[config.mk]
export PLATFORM = sky130hd
export DESIGN_NAME = clk_div_multi
export DESIGN_NICKNAME = d
export VERILOG_FILES = /design/src/rtl/clk_div_multi.sv
export SDC_FILE = /design/constraint.sdc
export NUM_CORES = 2
export LEC_CHECK = 0
export CAP_MARGIN = 40
export CORE_ASPECT_RATIO = 0.5
export CORE_MARGIN = 2
export CORE_UTILIZATION = 55
export CTS_CLUSTER_DIAMETER = 150
export DETAILED_ROUTE_END_ITERATION = 6
export MAX_ROUTING_LAYER = met4
export PLACE_DENSITY = 0.76
export SKIP_CTS_REPAIR_TIMING = 1
export SLEW_MARGIN = 20
export SYNTH_ARGS = -nofsm -noshare
export SYNTH_HDL_FRONTEND = slang
export SYNTH_SLANG_ARGS = --single-unit
[constraint.sdc]
create_clock -name clk -period 9.5 [get_ports clk]
set_input_delay 1.9 -clock clk [delete_from_list [all_inputs] [get_ports clk]]
set_output_delay 1.9 -clock clk [all_outputs]
set_load 0.05 [all_outputs]
[src/rtl/clk_div_multi.sv]
// Multi-channel runtime-programmable clock/tick divider. Each channel has a
// shadowed period/high-time so reconfiguration only takes effect on a wrap.
module clk_div_multi #(
  parameter int CHANNELS     = 4,
  parameter int CNT_W        = 27,
  parameter int REF_HZ       = 100_000_000,
  parameter int DEFAULT_FREQ = 1,
  parameter int CH_W         = (CHANNELS > 1) ? $clog2(CHANNELS) : 1
) (
  input  logic                clk,
  input  logic                rst,
  input  logic [CHANNELS-1:0] ch_en,
  input  logic                sync,
  input  logic                wr_en,
  input  logic [CH_W-1:0]     wr_ch,
  input  logic [CNT_W-1:0]    wr_period,
  input  logic [CNT_W-1:0]    wr_high,
  output logic [CHANNELS-1:0] clk_out,
  output logic [CHANNELS-1:0] tick,
  output logic [CHANNELS-1:0] pending,
  output logic                cfg_err
);

  localparam logic [CNT_W-1:0] P_RST  = CNT_W'(REF_HZ / DEFAULT_FREQ);
  localparam logic [CNT_W-1:0] H_RST  = P_RST >> 1;
  localparam logic [CNT_W-1:0] ONE    = CNT_W'(1);
  localparam logic [CNT_W-1:0] TWO    = CNT_W'(2);
  localparam logic [CH_W:0]    CH_LIM = (CH_W+1)'(CHANNELS);

  logic [CNT_W-1:0] per_q  [CHANNELS];
  logic [CNT_W-1:0] per_d  [CHANNELS];
  logic [CNT_W-1:0] hi_q   [CHANNELS];
  logic [CNT_W-1:0] hi_d   [CHANNELS];
  logic [CNT_W-1:0] sper_q [CHANNELS];
  logic [CNT_W-1:0] sper_d [CHANNELS];
  logic [CNT_W-1:0] shi_q  [CHANNELS];
  logic [CNT_W-1:0] shi_d  [CHANNELS];
  logic [CNT_W-1:0] cnt_q  [CHANNELS];
  logic [CNT_W-1:0] cnt_d  [CHANNELS];

  logic [CHANNELS-1:0] pend_q, pend_d;
  logic [CHANNELS-1:0] out_q, out_d;
  logic [CHANNELS-1:0] tick_q, tick_d;
  logic                cfg_err_q, cfg_err_d;

  logic                wr_ok;
  logic [CHANNELS-1:0] wr_hit;

  // A write must target an existing channel and describe a real square wave:
  // at least one high and one low cycle per period.
  assign wr_ok = ({1'b0, wr_ch} < CH_LIM) &&
                 (wr_period >= TWO) &&
                 (wr_high != '0) &&
                 (wr_high < wr_period);

  assign cfg_err_d = wr_en && !wr_ok;

  always_comb begin
    wr_hit = '0;
    for (int i = 0; i < CHANNELS; i++) begin
      wr_hit[i] = wr_en && wr_ok && (wr_ch == CH_W'(i));
    end
  end

  always_comb begin
    for (int i = 0; i < CHANNELS; i++) begin
      // NOTE: every next-state value gets a default first so no path leaves it unassigned (no latch).
      per_d[i]  = per_q[i];
      hi_d[i]   = hi_q[i];
      sper_d[i] = sper_q[i];
      shi_d[i]  = shi_q[i];
      cnt_d[i]  = cnt_q[i];
      pend_d[i] = pend_q[i];
      out_d[i]  = 1'b0;
      tick_d[i] = 1'b0;

      if (ch_en[i]) begin
        if ((cnt_q[i] == per_q[i] - ONE) || sync) begin
          cnt_d[i]  = '0;
          tick_d[i] = 1'b1;
          out_d[i]  = 1'b1;
          if (pend_q[i]) begin
            per_d[i]  = sper_q[i];
            hi_d[i]   = shi_q[i];
            pend_d[i] = 1'b0;
          end
        end else begin
          cnt_d[i] = cnt_q[i] + ONE;
          out_d[i] = (cnt_q[i] + ONE) < hi_q[i];
        end
      end else if (pend_q[i] && !wr_hit[i]) begin
        // Re-arm against the period being applied so the first enabled cycle still wraps.
        per_d[i]  = sper_q[i];
        hi_d[i]   = shi_q[i];
        pend_d[i] = 1'b0;
        cnt_d[i]  = sper_q[i] - ONE;
      end else begin
        cnt_d[i] = per_q[i] - ONE;
      end

      // A write only ever touches the shadow; it overrides any pend clear above.
      if (wr_hit[i]) begin
        sper_d[i] = wr_period;
        shi_d[i]  = wr_high;
        pend_d[i] = 1'b1;
      end
    end
  end

  // NOTE: sequential state uses non-blocking assignments so every register samples pre-edge values.
  always_ff @(posedge clk) begin
    if (rst) begin
      // NOTE: the per-channel config arrays are reset because the power-up rate is a defined output.
      for (int i = 0; i < CHANNELS; i++) begin
        per_q[i]  <= P_RST;
        hi_q[i]   <= H_RST;
        sper_q[i] <= P_RST;
        shi_q[i]  <= H_RST;
        cnt_q[i]  <= P_RST - ONE;
      end
      pend_q    <= '0;
      out_q     <= '0;
      tick_q    <= '0;
      cfg_err_q <= 1'b0;
    end else begin
      per_q     <= per_d;
      hi_q      <= hi_d;
      sper_q    <= sper_d;
      shi_q     <= shi_d;
      cnt_q     <= cnt_d;
      pend_q    <= pend_d;
      out_q     <= out_d;
      tick_q    <= tick_d;
      cfg_err_q <= cfg_err_d;
    end
  end

  assign clk_out = out_q;
  assign tick    = tick_q;
  assign pending = pend_q;
  assign cfg_err = cfg_err_q;

endmodule
# Word-level counts from Yosys, hierarchy flattened
# Index checks and enable logic that the tools add are counted.
# classes
addsub	12
n_lt_le_gt_ge	6
eq_ne	19
mux	68
n_bitwise	4
n_reduce_logical	43
# op_table
operator	n
27-bit 2-to-1 mux	44
27-bit by 1-bit subtractor with 27-bit output, second input constant	8
27-bit less-than comparator	5
27-bit by 1-bit adder with 27-bit output, second input constant	4
27-bit equality test	4
27-bit by 2-bit greater-or-equal comparator with 1-bit output, second input constant	1
27-bit nonzero test	1
1-bit 2-to-1 mux	24
2-bit by 1-bit != test with 1-bit output, second input constant	8
1-bit logical AND	12
3-bit by 1-bit != test with 1-bit output, second input constant	4
3-bit AND reduction	4
3-bit nonzero test	4
2-bit AND reduction	4
2-bit nonzero test	4
2-bit OR reduction	4
1-bit logical NOT	5
2-bit equality test, second input constant	2
1-bit logical OR	4
1-bit NOT	4
2-bit by 1-bit equality test with 1-bit output, second input constant	1
2-bit logical NOT	1
# word_totals
regBits	553
inputBits	64
output_inout_bits	13
word_cells	185

# Logic depth before layout (Yosys ltp)
# depth
word_depth	10
depth_mapped	17
mapped_depth_nobuf	17

# Least setup slack after synthesis
# No wires, ideal clock.
# synth_timing
path_type	input-to-reg
start	input wr_period[17]
end	register cnt_q[0] in the netlist's numbering
setup_time_ps	145
arrival_time_ps	4484
t_required_ps	9355
setup_slack_ps	4872
cell_stages	12
n_path_buf	3
cell_sequence	or4_1 > nor4_1 > nand4_1 > o2111a_1 > o211a_1 > clkbuf_1 > a21oi_1 > clkbuf_1 > clkbuf_1 > nor2_1 > a21oi_1 > o221ai_1
# synth_via
elab_chain_len	9
word_cells_on_any_way	10
classes_between	order compare (2); mux (2); reduce/logical (6)
# synth_lines
element	line	text
start: declaration	16	input logic [CNT_W-1:0] wr_period,
27-bit by 2-bit greater-or-equal comparator with 1-bit output	52	(wr_period >= TWO) &&
1-bit logical AND	52	
1-bit logical AND (*)	53	(wr_high != '0) &&
1-bit logical AND (*) (2 in series)	61	wr_hit[i] = wr_en && wr_ok && (wr_ch == CH_W'(i));
1-bit logical NOT (*)	91	end else if (pend_q[i] && !wr_hit[i]) begin
1-bit logical AND (*)	91	
27-bit 2-to-1 mux (*)	91	
27-bit 2-to-1 mux (*)	77	if (ch_en[i]) begin
end signal: indexed assignment	119	cnt_q[i] <= P_RST - ONE;
end signal: assignment	130	cnt_q <= cnt_d;
end: declaration	38	logic [CNT_W-1:0] cnt_q [CHANNELS];
# Mark *: on every way between the ends. The rest lies on a longest branch, timed or not.
# A chain may end at the register's enable or synchronous reset.

# Worst setup path after layout
# layout_timing
start	input wr_period[3]
end	register cnt_q[81] in the netlist's numbering
# Same word-level chain as after synthesis.

==> results.txt <==
- After the first detailed-routing iteration, the DRC count stood at 3,926.
- The via count of the first global-routing pass was between 20,000 and 30,000.
- Pin count of the biggest net entering global routing: 110
* Number of cell rows: 63
* Via-to-Cell Ratio: 6.206
- Post-Synthesis Net Count: 4,415
- No sink is reached through more buffers than the 3 on the longest clock path.
- Worst-Skew Late Latency: ~620 ps
- The H-tree generated during clock tree synthesis spans 2 levels.
- STA puts the critical path data required time at ~10,000 ps.
- After clock tree synthesis, the clock-pin slew on the worst setup and hold paths is roughly 70 ps.
- Uppermost routed layer: met4
- Fraction of synthesized cell area taken by the top area cell type: around 33%
* RSZ-0062 raised after global routing: no
- DPL Wire Length: around 76 mm
- Final nets: 4,297
* Critical-path cell list: clkdlybuf4s50_1 -> inv_1 -> ha_1 -> nand3_1 -> nor3_1 -> a221oi_1 -> o21a_1 -> o211a_1 -> nand3_2 -> nand2_1 -> o21ai_0 -> a221o_1
- Horizontal die dimension: approximately 350 um
- Clock tree from TritonCTS: built
- Core region area: 59,430 um^2
- Hold timing on the final database bottoms out at a slack of about 460 ps.
- Synthesis inferred roughly 550 register bits.
* Filler Cells Inserted: 5,236
- Starting density of the core: between 50% and 60%
* Number of vias after detailed routing: 30,710
* Distinct cell type count after synthesis: 80
- The pre-antenna-repair detailed-routing pass consisted of 6 iterations.
- Register area share after synthesis: 33.36%
- In the post-synthesis netlist, the cell with the most instances is nand2_1.
* Wire length of the first global-routing pass: between 150 and 200 mm
- Synth top area cells: dfxtp_1 (33%), nand2_1 (7.9%), mux2i_1 (6.6%), xnor2_1 (6.4%), ha_1 (5.4%)
- The biggest area contributor in the post-synthesis netlist is dfxtp_1.
- For this run, design rule violations remaining after detail routing come to 0.
* Most frequent cells after synthesis: nand2_1 (699), dfxtp_1 (553), nor2_1 (411)
- Summing every instance area after synthesis gives 33,190 um^2.
- Dividing the final minimum period by the clock period gives between 60% and 70%.
- Arrival time worst endpoint: roughly 6600 ps
- Post-Syn Instances: ~4,200
* Cell chosen for the clock root: clkbuf_16
- Count of flip-flops with a built-in enable after synthesis: 0
- During I/O placement, the number of pins put on the boundary was 77.
* Library cell contributing the largest single delay on the critical path: clkdlybuf4s50_1
- Buffers placed on the I/O ports in this run total 76.
- Number of max-cap violations: 0
* PD cells: roughly 150 nW/um^2
- The congestion estimate from routability-driven global placement came to roughly 0.99.
- Along the worst path, the maximum fanout reaches 36.
* Slowest Stage Delay on Critical Path: about 900 ps
* Kind of cell adding the most delay to the critical path: compound AO/OA/AOI/OAI gates
- For the finished layout, the period the worst path requires is between 6000 and 7000 ps.
* Min-Delay Path Class: reg -> reg
- WP buf/inv: 2
- Counting flops with an async set or reset pin after synthesis yields a share of 0%.
- Summed over all cells, the static leakage comes to around 14 nW.
* Fin Clk Skew: around 22 ps
- The critical path is of the in -> reg type.
- Final Hold Vio Count: 0
* Max IR drop VDD: approximately 130 uV
- Cells with a size suffix above 1 make up about 4.7% of the layout.
- STA classifies the critical path startpoint as an input port.
* Total track usage: between 30% and 40%
- The routed design uses between 40 and 50 mm of met2 wire.
- At the placement stage, the worst setup path has a slack of a little under 3000 ps.
- The most used flip-flop cell after synthesis is dfxtp_1.
- Setup violations remaining at the end of the flow were counted as 0.
- The number of antenna violations at the first check in global routing is 3.
* Count of non-filler cells in the finished layout: slightly below 5,000
- Critical Path Sink Type: flop
* CTS Buf Count: between 50 and 60
- The floorplan step defined a die boundary enclosing between 60,000 and 70,000 um^2.
- Length of routed wiring on met1: ~48 mm
- Outcome: completed
- Post-detailed-routing wire length: ~110 mm
- Once placement completed, the tool counted placed cells totaling roughly 4,800.
- Summed over all layers, the global routing overflow is 0.
* Worst slew margin relative to its limit: about two fifths
- For the pin with the worst max-slew slack, the measured transition is around 910 ps.
- Layout Area Growth over Synthesis: 9.451%
* Die height: between 150 and 200 um
- Setup total negative slack on the finished layout was measured at 0 ps.
- Each instance of the synthesized netlist takes up on average slightly below 8 um^2.
- Syn. warnings: 0
- DRT antenna net count: 0
- Final WS setup: about 3400 ps
- Dividing the detail-routed wire length by the instance count gives approximately 21 um.
- The number of max-slew violations in the final report came to 0.
- Derived from the worst setup path, the maximum achievable clock frequency is about 160 MHz.
* Met3 Wirelength: 10.92 mm
- Sink count of the clock tree: ~550
==> registers in the layout (all words and copies together) (netlist names) <==
signal   count
cfg_err      1
tick         4
clk_out      4
shi_q      108
sper_q     108
hi_q       108
pending      4
cnt_q      108
per_q      108
==> layout make-up <==
cell class / instances / area, um^2 / area share (%)
timing repair buffer: 129 / 1289 / 3.548
sequential: 553 / 11070 / 30.48
tap: 812 / 1016 / 2.797
antenna: 1 / 2.502 / 0.006889
clock buffer: 64 / 1500 / 4.130
clock inverter: 36 / 439.2 / 1.209
multi-input combinational: 3146 / 20220 / 55.66
inverter: 208 / 788.3 / 2.170
==> cells in the final DEF (no fill, tap or decap), types with 92 or more instances in the layout <==
cell	n
nand3_1	104
xor2_1	120
inv_1	205
a21oi_1	213
nor2_1	410
mux2i_1	220
nor3_1	92
nand2_1	697
xnor2_1	242
dfxtp_1	553
ha_1	142
==> where the power goes <==
group	switching [W]	internal (W)	total (W)
sequential	0.0000925	0.00238	0.00247
combinational	0.000399	0.000243	0.000642
clock	0.00102	0.00136	0.00238
total	0.00151	0.00398	0.00549
==> per-layer routing <==
layer | vias to the layer above | track usage [%]
li1 | 14370 | -
met1 | 14680 | 48.78
met2 | 1453 | 48.38
met3 | 214 | 6.425
met4 | 0 | 9.295
met5 | - | -
==> worst paths after layout <==
check / cells after the start / from / to / slack (ps)
worst min register to register: 2 / shi_q[29]$_SDFFE_PP0P_ / shi_q[29]$_SDFFE_PP0P_ / 460
worst max register to register: 12 / per_q[27]$_SDFFE_PP0P_ / per_q[35]$_SDFFE_PP1P_ / 4290
worst max-delay path: 12 / wr_period[3] / cnt_q[81]$_SDFF_PP1_ / 3390
worst min-delay path: 2 / shi_q[29]$_SDFFE_PP0P_ / shi_q[29]$_SDFFE_PP0P_ / 460
==> tightest hold or removal path: cells and delay by family (launching register included) <==
kind               cells  cell delay [ps]
AOI/OAI and AO/OA      1               50
and+or+nand+nor        1               50
DFF                    1              310
==> stage by stage <==
step	util, %	instance area [um^2]	total power [W]
floorplan	-	33190	0.002906
global placement	57.49	34170	0.003119
detailed placement	57.80	34350	0.003141
CTS	61.06	36290	0.005480
global route	61.12	36330	0.005648
finish	61.12	36330	0.005492
==> cell families (layout without fill, tap and decap cells) <==
logic type	Yosys count	after routing	share of synthesized area [%]
and+or+nand+nor	1719	1719	23.86
xor gates and xnor gates	373	373	10.30
adders and majority gates	142	142	5.353
buffers and inverters	510	437	6.066
DFF	553	553	33.36
AOI/OAI and AO/OA	688	688	14.30
other	0	1	0
muxes	224	224	6.771
(Power assumes the default switching activity.)
